## src/rtl/encoder8to3_event_pkg.sv

```systemverilog
// Shared constants and types for the hole-hit event encoder.
// Imported by the encoder top level and its priority-encoder sub-module.
package encoder8to3_event_pkg;

  localparam int NUM_HOLES           = 8;
  localparam int IDX_W               = 3;
  localparam int SYNC_STAGES_DEFAULT = 2;

  localparam bit RR    = 1'b1;
  localparam bit FIXED = 1'b0;

  typedef logic [NUM_HOLES-1:0] hole_vec_t;
  typedef logic [IDX_W-1:0]     hole_idx_t;

  function automatic hole_vec_t idx_to_mask(input hole_idx_t i);
    return hole_vec_t'(1) << i;
  endfunction

endpackage

```

## src/rtl/encoder8to3_event_rr_priority.sv

```systemverilog
// Combinational rotating-priority encoder: searches req_vec starting at
// bit 'start' and wrapping, and reports the first set index.
module rr_priority_encoder8to3
  import encoder8to3_event_pkg::*;
(
  input  logic [NUM_HOLES-1:0] req_vec,
  input  logic [IDX_W-1:0]     start,
  output logic                 found,
  output logic [IDX_W-1:0]     index
);

  hole_vec_t rotated;
  hole_idx_t offset;

  // Rotate so 'start' sits at bit 0, then take the lowest set bit.
  always_comb begin
    rotated = (req_vec >> start) | (req_vec << (NUM_HOLES - int'(start)));
    found   = |req_vec;
    offset  = '0;
    for (int k = NUM_HOLES - 1; k >= 0; k--) begin
      if (rotated[k]) begin
        offset = hole_idx_t'(k);
      end
    end
    index = start + offset;
  end

endmodule

```

## src/rtl/encoder8to3_event.sv

```systemverilog
// Turns eight asynchronous hole-hit lines into one-at-a-time hole indices
// handed to the processor through a valid/ack handshake.
module encoder8to3_event
  import encoder8to3_event_pkg::*;
#(
  parameter int SYNC_STAGES = SYNC_STAGES_DEFAULT,
  parameter bit ROUND_ROBIN = RR
) (
  input  logic                 clock,
  input  logic                 reset_n,
  input  logic [NUM_HOLES-1:0] req,
  input  logic                 ack,
  input  logic                 clear_overrun,
  output logic [IDX_W-1:0]     idx,
  output logic                 valid,
  output logic [NUM_HOLES-1:0] pending,
  output logic                 overrun
);

  hole_vec_t sync_q [SYNC_STAGES];
  hole_vec_t sync_d;
  hole_vec_t sync_s;
  hole_vec_t rise;

  hole_idx_t ptr;
  hole_idx_t search_start;
  logic      sel_found;
  hole_idx_t sel_idx;

  logic      accept;
  logic      load;
  hole_vec_t accept_mask;
  hole_vec_t pending_nxt;
  logic      overrun_hit;

  // Synchroniser chain plus one history register for edge detection.
  always_ff @(posedge clock or negedge reset_n) begin
    if (!reset_n) begin
      for (int k = 0; k < SYNC_STAGES; k++) begin
        sync_q[k] <= '0;
      end
      sync_d <= '0;
    end else begin
      sync_q[0] <= req;
      for (int k = 1; k < SYNC_STAGES; k++) begin
        sync_q[k] <= sync_q[k-1];
      end
      sync_d <= sync_q[SYNC_STAGES-1];
    end
  end

  assign sync_s       = sync_q[SYNC_STAGES-1];
  assign rise         = sync_s & ~sync_d;
  assign search_start = ROUND_ROBIN ? ptr : '0;

  rr_priority_encoder8to3 u_prio (
    .req_vec (pending),
    .start   (search_start),
    .found   (sel_found),
    .index   (sel_idx)
  );

  // A rise on the hole being accepted this edge is a fresh event, not a loss.
  always_comb begin
    accept      = valid & ack;
    load        = ~valid & sel_found;
    accept_mask = accept ? idx_to_mask(idx) : '0;
    pending_nxt = (pending & ~accept_mask) | rise;
    overrun_hit = |(rise & pending & ~accept_mask);
  end

  always_ff @(posedge clock or negedge reset_n) begin
    if (!reset_n) begin
      idx     <= '0;
      valid   <= 1'b0;
      pending <= '0;
      overrun <= 1'b0;
      ptr     <= '0;
    end else begin
      pending <= pending_nxt;
      if (overrun_hit) begin
        overrun <= 1'b1;
      end else if (clear_overrun) begin
        overrun <= 1'b0;
      end
      if (accept) begin
        valid <= 1'b0;
        ptr   <= idx + hole_idx_t'(1);
      end else if (load) begin
        valid <= 1'b1;
        idx   <= sel_idx;
      end
    end
  end

endmodule
```

## config.mk

```make
export PLATFORM = sky130hd
export DESIGN_NAME = encoder8to3_event
export DESIGN_NICKNAME = d
export VERILOG_FILES = /design/src/rtl/encoder8to3_event_pkg.sv /design/src/rtl/encoder8to3_event_rr_priority.sv /design/src/rtl/encoder8to3_event.sv
export SDC_FILE = /design/constraint.sdc
export NUM_CORES = 1
export LEC_CHECK = 0
export ABC_AREA = 1
export ABC_CLOCK_PERIOD_IN_PS = 6100
export BUFFER_PORTS_ARGS = -buffer_cell sky130_fd_sc_hd__clkbuf_2
export CELL_PAD_IN_SITES_DETAIL_PLACEMENT = 1
export CELL_PAD_IN_SITES_GLOBAL_PLACEMENT = 2
export CORE_MARGIN = 1
export CORE_UTILIZATION = 39
export CTS_BUF_LIST = sky130_fd_sc_hd__clkbuf_4
export CTS_CLUSTER_SIZE = 8
export DETAILED_ROUTE_END_ITERATION = 7
export PLACE_DENSITY_LB_ADDON = 0.2
export SYNTH_ARGS = -nofsm -noshare
export SYNTH_HDL_FRONTEND = slang
export SYNTH_HIERARCHICAL = 1
export SYNTH_SLANG_ARGS = --single-unit
```

## constraint.sdc

```tcl
create_clock -name clock -period 6.1 [get_ports clock]
set_input_delay 0.305 -clock clock [delete_from_list [all_inputs] [get_ports clock]]
set_output_delay 0.305 -clock clock [all_outputs]
set_load 0.05 [all_outputs]
```

# Yosys cells after proc, flatten, opt, wreduce, memory -nomap -nowiden
# Cells that the tools add are included.
# classes
addsub,3
bitwise_logic,12
muxes,13
shifts,3
n_reduce_logical,5
# op_table
op,n
$and 8x8->8,4
$shl 8x32->8,1
$mux 3,8
$not 8->8,2
$or 8x8->8,2
$reduce_or 8->1,2
$mux 8,1
$shl 1x3->8 const A,1
$shr 8x3->8,1
$sub 4x3->5 const A,1
$mux 1,4
$reduce_bool 2->1,2
$add 3x1->3 const B,1
$add 3x3->3,1
$and 1x1->1,2
$not 1->1,2
$reduce_and 2->1,1
# word_totals
inputBits,12
register_bits,40
output_inout_bits,13
word_cells,44

# Longest topological paths before layout
# Gate-level depths: netlist (run 1).
# logic_depth
ltp_word,12
mapped_depth,25
depth_no_buf,24

# Cells and area by module
# Netlist (run 1), hierarchy kept.
# modules_own_cells
module,seq_area_each_um2,area_per_inst_um2,n_inst,cells_per_inst
encoder8to3_event,1001.0,1441.4,1,135
rr_priority_encoder8to3,0.0,762.0,1,135

# Least setup slack after synthesis (run 1)
# Ideal clock, no wire load.
# synth_timing
path_kind,reg2reg
start,register ptr[1]
end,register idx[2]
synth_period_minus_slack_ns,3.038
required_ns,5.972
path_buffers,2
path_slack_ns,3.062
stages_incl_launch_ff,25
setup_ns,0.128
arrival_time_ns,2.911
path_cell_list,dfrtp_1 buf_2 clkinv_4 ha_1 buf_2 inv_1 nand3_1 nand3_2 nand2_2 a21oi_2 nand2_1 nand2_1 nand2_1 nand2_1 nand2_1 a21oi_1 ha_1 inv_1 fa_1 xor2_1 nand3b_1 nand2_1 inv_1 nor2_1 a21oi_1
# synth_between
elab_chain_cells,12
elab_cells_between_ends,13
cone_classes,add/sub: 2; shift: 2; mux: 8; bitwise: 1
# synth_lines
element,line_no,rtl
"start, declared",encoder8to3_event.sv:25,hole_idx_t ptr;
"start signal, assigned",encoder8to3_event.sv:88,ptr <= idx + hole_idx_t'(1);
$sub 4x3->5,encoder8to3_event_rr_priority.sv:17,rotated = (req_vec >> start) | (req_vec << (NUM_HOLES - int'(start)));
$shl 8x32->8,encoder8to3_event_rr_priority.sv:17,
$or 8x8->8,encoder8to3_event_rr_priority.sv:17,
$mux 3 (8 in a row),encoder8to3_event_rr_priority.sv:21,if (rotated[k]) begin
$add 3x3->3 (*),encoder8to3_event_rr_priority.sv:25,index = start + offset;
net sel_idx[2],encoder8to3_event.sv:28,hole_idx_t sel_idx;
"end signal, assigned",encoder8to3_event.sv:91,idx <= sel_idx;
"end, declared",encoder8to3_event.sv:14,"output logic [IDX_W-1:0] idx,"
# The timed path passes the listed nets; every way through them passes the cells marked *.
# A chain may end at the register's enable or synchronous reset.

# Worst setup path after layout (run 1)
# layout_timing
start,register ptr[0]
end,register idx[2]
# The elaborated chain is that of the path after synthesis.

==> results of run 1 <==
==> synthesized netlist by cell type (2+ instances only) <==
library cell / n / area [sq um]
nand2_2: 11 / 68.8
nand4_1: 2 / 12.5
nand2_1: 77 / 289
nand3_2: 3 / 30.0
o21ai_0: 12 / 60.1
nand2_4: 2 / 22.5
ha_1: 8 / 100
nor2_2: 2 / 12.5
a21oi_1: 5 / 25.0
nor4_1: 2 / 12.5
nor2_1: 24 / 90.1
inv_1: 28 / 105
buf_6: 2 / 22.5
buf_2: 2 / 10.0
o21ai_1: 4 / 20.0
nand3_1: 30 / 150
a21oi_2: 2 / 17.5
dfrtp_1: 40 / 1000
==> area by class of cell <==
class	count	area (sq um)	share of cell area, %
tap	72	90.1	3.70
multi-input combinational	193	1010	41.3
timing repair buffer	24	120	4.93
clock inverter	3	37.5	1.54
clock buffer	5	37.5	1.54
inverter	32	143	5.86
sequential	40	1000	41.1
==> worst reg2reg max path, stage by stage, from the launching register on <==
cell and delay, ns:
dfrtp_1 0.70, inv_12 0.09, ha_1 0.46, inv_1 0.17
nand3_1 0.15, nand3_2 0.07, nand2_1 0.07, nand2_1 0.06
nand2_1 0.07, nand2_1 0.05, nand2_1 0.05, nand2_1 0.05
nand2_1 0.05, nand2_1 0.05, a21oi_1 0.17, ha_1 0.19
inv_1 0.05, fa_1 0.37, xor2_1 0.16, nand3b_1 0.18
nand2_1 0.07, inv_1 0.04, nor2_1 0.09, a21oi_1 0.05
==> cell families (layout without fill, tap and decap cells) <==
group,Yosys count,count (layout),share of synthesized area [%]
compound gates,26,26,6.81
flops,40,40,45.4
fa+ha+maj,9,9,5.45
xor+xnor,1,1,0.398
buf+inv,37,64,8.86
simple gates,157,157,33.0
==> how the worst max path moves through the flow <==
stage | start | endpoint | slack, ns | depth (start not counted)
2_1_floorplan | ptr[1] | idx[2] | 3.06 | 24
3_3_place_gp | ptr[0] | idx[2] | 2.68 | 23
3_5_place_dp | ptr[0] | idx[2] | 2.55 | 23
4_1_cts | ptr[0] | idx[2] | 2.53 | 23
5_1_grt | ptr[0] | idx[2] | 2.15 | 23
6_report | ptr[0] | idx[2] | 2.53 | 23
==> state kept, by name (all words and copies together), names as in the netlist <==
signal   flops
sync_d       8
pending      8
overrun      1
ptr          3
idx          3
valid        1
sync_q       8
sync_s       8
==> where the power goes <==
part / switching [mW] / internal [mW] / leakage (nW)
Sequential: 0.0994 / 0.314 / 0.446
Clock: 0.0828 / 0.0837 / 0.0403
Combinational: 0.608 / 0.276 / 0.798
Total: 0.790 / 0.674 / 1.28
==> per-layer routing <==
layer / wire [um] / vias up
met2: 2400 / 22
met5: 0 / -
met4: 53 / 0
li1: - / 912
met1: 2570 / 851
met3: 110 / 5
==> flow_summary.ini, run 1 <==
[global_route]
grt_pass1_wl_um = 9050
grt_use_met2_pct = 31.6
grt_max_degree = 41
grt_pass1_vias = 1849
track_usage_pct = 19.6
grtUsageMet1_pct = 26.7
busiest_layer = met2
grt-ovfl-total = 0
grt_use_met3_pct = 3.69
grt_antenna_before_repair = 0

[timing]
setup_ws_ns = 2.53
hold_viol = 0
setup_viol = 0
skew_ns = 0.00843
timing.hold.ws_ns = 0.0534
slew_viol_final = 0
fin_crit_sh_pct = 58.5
period_minus_slack_ns = 3.57
setup_tns_ns = 0
tightest_slew_ns = 0.976
fmax_mhz = 280
slew_headroom_pct = 35.0
rsz0062_at_grt = false

[final_layout]
final_cells = 369
final_cell_area_sq_um = 2440
area_growth_pct = 10.6
final_common_cell = nand2_1
layout-drive-gt1-share_pct = 18.9
n_antenna_cell = 0
nets = 317
final_cell_mix = nand2_1, dfrtp_1, nand3_1
fin_util_pct = 44.5
fillers = 721

[worst_setup_path]
r2r_start = ptr[0]
max_stage_delay_ns = 0.70
rr_worst_depth = 23
r2r_slack_ns = 2.53
slowest_stage = dfrtp_1
cp.required_ns = 6.33
worstReg2RegEnd = idx[2]
start_kind = flip-flop
path_buf_inv = 4
cp_max_fo = 12
path_class = flip-flop to flip-flop
crit_chain = inv_12 -> ha_1 -> inv_1 -> nand3_1 -> nand3_2 -> nand2_1 -> nand2_1 -> nand2_1 -> nand2_1 -> nand2_1 -> nand2_1 -> nand2_1 -> nand2_1 -> a21oi_1 -> ha_1 -> inv_1 -> fa_1 -> xor2_1 -> nand3b_1 -> nand2_1 -> inv_1 -> nor2_1 -> a21oi_1
path_delay_family = adder cells
crit_top_cell = nand2_1
cp-end-kind = flip-flop
arrival_ns = 3.80

[clocking]
cts_htree_levels = 2
clk_pin_slew_worst_paths_ns = 0.12
cts_setup_buffers = 0
clkLatencyLatePin_ns = 0.34
cts.sinks = 40
cts_root_buf = clkbuf_4
cts_tree = built
numCtsBuffers = 5
cts_resized = 0
clockBufferDepth = 2
ctsHoldBuffers = 0

[floorplan]
rows = 27
die-area_sq_um = 5950
initial_core_util_pct = 40.3
num_io_pins = 25
dieHeight_um = 77.2
die_x_um = 77.2
core_sq_um = 5470

[synth]
yosysSeqAreaShare_pct = 45.4
syn_area_sq_um = 2200
avgSynthCellArea_sq_um = 8.16
yosys_warnings = 6
ys_ff_latch = 40
synth_nets = 291
synth_edf_count = 0
synthFlopType = dfrtp_1
synthArstFlopShare_pct = 100
ys_types = 32
synthCells = 270

[placed_design]
dp_hpwl_um = 4080
placed_cell_area_sq_um = 2360
place_inst = 361
place_congestion = 0.864
io_buffers = 24
pre_cts_ws_ns = 2.55

[drt]
wl_per_cell_um = 13.9
drtAntennaViolNets = 0
remaining_drc_errors = 0
dr_total_vias = 1790
dr.first_iter.drc_count = 63
wl_um = 5130
firstDrtPassIters = 4
viasPerCell = 4.85

[worst_hold_path]
hp-start = req[1]
whs_endpoint = sync_q[9]
hold_class = primary input to flip-flop
hold_depth = 1

[power_and_ir_drop]
leakage_nw = 1.28
finalPower_mw = 1.46
ir_drop_mv = 0.241
power-per-cell-area_nw_per_um2 = 601

[flow_run]
cap_violations = 0

[run_status]
outcome = finished, final reports clean
Note: power is estimated with default switching activity, not from simulation.
==> run 2: changes to the inputs <==
ABC_CLOCK_PERIOD_IN_PS = 3200   (was 6100)
CORE_UTILIZATION = 32   (was 39)
clock period = 3.2 ns   (was 6.1 ns; I/O delays follow)
==> flow_summary.ini, run 2 (synthesis results as in run 1) <==
[worst_setup_path]
slowest_stage = dfrtp_2
start_kind = flip-flop
r2r_start = ptr[0]
cp.required_ns = 3.45
path_class = flip-flop to flip-flop
cp_max_fo = 11
arrival_ns = 3.23
max_stage_delay_ns = 0.49
crit_chain = buf_4 -> nand2_1 -> o21ai_0 -> nor2_1 -> o21ai_0 -> a21oi_2 -> nand2_1 -> nand2_1 -> nand2_1 -> a21oi_1 -> ha_1 -> inv_1 -> fa_1 -> xor2_1 -> nand3b_1 -> nand2_1 -> inv_1 -> nor2_1 -> a21oi_1
r2r_slack_ns = 0.22
cp-end-kind = flip-flop
rr_worst_depth = 19
crit_top_cell = nand2_1
worstReg2RegEnd = idx[2]

[floorplan]
die-area_sq_um = 7220
num_io_pins = 25
rows = 29
core_sq_um = 6490
initial_core_util_pct = 33.9
die_x_um = 85.0
dieHeight_um = 85.0

[placed_design]
dp_hpwl_um = 4180
placed_cell_area_sq_um = 2420
place_inst = 373
place_congestion = 0.795
io_buffers = 24

[drt]
dr_total_vias = 1882
remaining_drc_errors = 1
wl_per_cell_um = 14.2
firstDrtPassIters = 6
wl_um = 5550
dr.first_iter.drc_count = 78
drtAntennaViolNets = 0
viasPerCell = 4.81

[worst_hold_path]
hold_depth = 2
hold_class = primary input to flip-flop
hp-start = ack
whs_endpoint = valid

[global_route]
grt_max_degree = 41
grt_pass1_vias = 1975
grt_pass1_wl_um = 9490
grt_antenna_before_repair = 0
track_usage_pct = 16.9
grt-ovfl-total = 0

[power_and_ir_drop]
ir_drop_mv = 0.406
combPwrFrac_pct = 62.7
p_seq_share_pct = 25.5
leakage_nw = 1.36
p_sw_share_pct = 52.8
internal_power_mw = 1.41
p_sw_mw = 1.58
clockPowerShare_pct = 11.8
power-per-cell-area_nw_per_um2 = 1140

[clocking]
cts_htree_levels = 2
cts.sinks = 40
cts_tree = built
cts_root_buf = clkbuf_4
clockBufferDepth = 2
numCtsBuffers = 5
clk_pin_slew_worst_paths_ns = 0.14
clkLatencyLatePin_ns = 0.36

[final_layout]
final_cells = 391
final_cell_mix = nand2_1, dfrtp_1, nand3_1
n_antenna_cell = 0
area_growth_pct = 18.9
nets = 334
final_common_cell = nand2_1
fin_util_pct = 40.3
multiInputGateArea_sq_um = 1020
layout-drive-gt1-share_pct = 22.0
final_cell_area_sq_um = 2620
fillers = 798
seqCellArea_sq_um = 1000

[timing]
tightest_slew_ns = 0.996
rsz0062_at_grt = false
hold_viol = 0
setup_viol = 0
period_minus_slack_ns = 2.98
fin_crit_sh_pct = 93.2
skew_ns = 0.0157
slew_headroom_pct = 33.6
slew_viol_final = 0
setup_tns_ns = 0
fmax_mhz = 335
timing.hold.ws_ns = 0.0784

[flow_run]
cap_violations = 0

[run_status]
outcome = finished with violations
violations = design-rule violations
==> run 2: cell types whose count changed in the layout (fill, tap and decap cells not counted), sizes merged <==
cell / change
buf: +8
clkinvlp: +1
inv: +1
dlygate4sd3: +9
clkinv: -2
==> run 2: worst max path at each step <==
stage / from / to / slack, ns / cells after the start
CTS: ptr[0] / idx[2] / 0.03 / 22
finish: ptr[0] / idx[2] / 0.22 / 19
global placement: ptr[0] / idx[2] / 0.15 / 22
global route: ptr[0] / idx[2] / 0.02 / 19
floorplan: ptr[1] / idx[2] / 0.16 / 24
detailed placement: ptr[0] / idx[2] / 0.06 / 22
==> run 2: timing repair <==
item / 4_1_cts / 5_1_grt
hold buffers: 9 / 0
gates resized for setup: 0 / 5
endpoints found under the setup margin: 0 / 1
endpoints found under the hold margin: 48 / 0
setup buffers: 0 / 1
==> run 2: power groups by stage <==
stage                     logic [mW]  registers [mW]  clock network (mW)
final                           1.87           0.764               0.353
after detailed placement        1.81           0.778                   0
after floorplan                 1.21           0.916                   0
after CTS                       1.83           0.768               0.367
after global routing            2.10           0.783               0.384
after global placement          1.82           0.777                   0
==> run 2: area by class of cell <==
type	instances	share of cell area, %
inverter	32	5.44
multi-input combinational	193	39.1
clock buffer	5	1.43
sequential	40	38.3
timing repair buffer	41	10.3
tap	77	3.68
clock inverter	3	1.77
==> run 2: stage by stage <==
stage	total power [mW]	setup slack (ns)
2_1_floorplan	2.13	0.162
3_3_place_gp	2.60	0.147
3_5_place_dp	2.59	0.0570
4_1_cts	2.97	0.0280
5_1_grt	3.26	0.0152
6_report	2.99	0.218
==> run 2: metal layers <==
| metal | GRT usage [%] | share of wire [%] | up-vias |
|---|---|---|---|
| met5 | 0 | 0 | - |
| met4 | 4.16 | 0.90 | 0 |
| met3 | 3.21 | 2.2 | 5 |
| met2 | 27.9 | 46 | 25 |
| met1 | 22.9 | 51 | 912 |
| li1 | - | - | 940 |
==> run 2: worst max-delay path: cells and delay by family (launching register included) <==
kind            cells  cell delay [ns]
flops               1             0.49
compound gates      5             0.69
buf+inv             3             0.27
simple gates        8             0.74
xor+xnor            1             0.16
fa+ha+maj           2             0.52
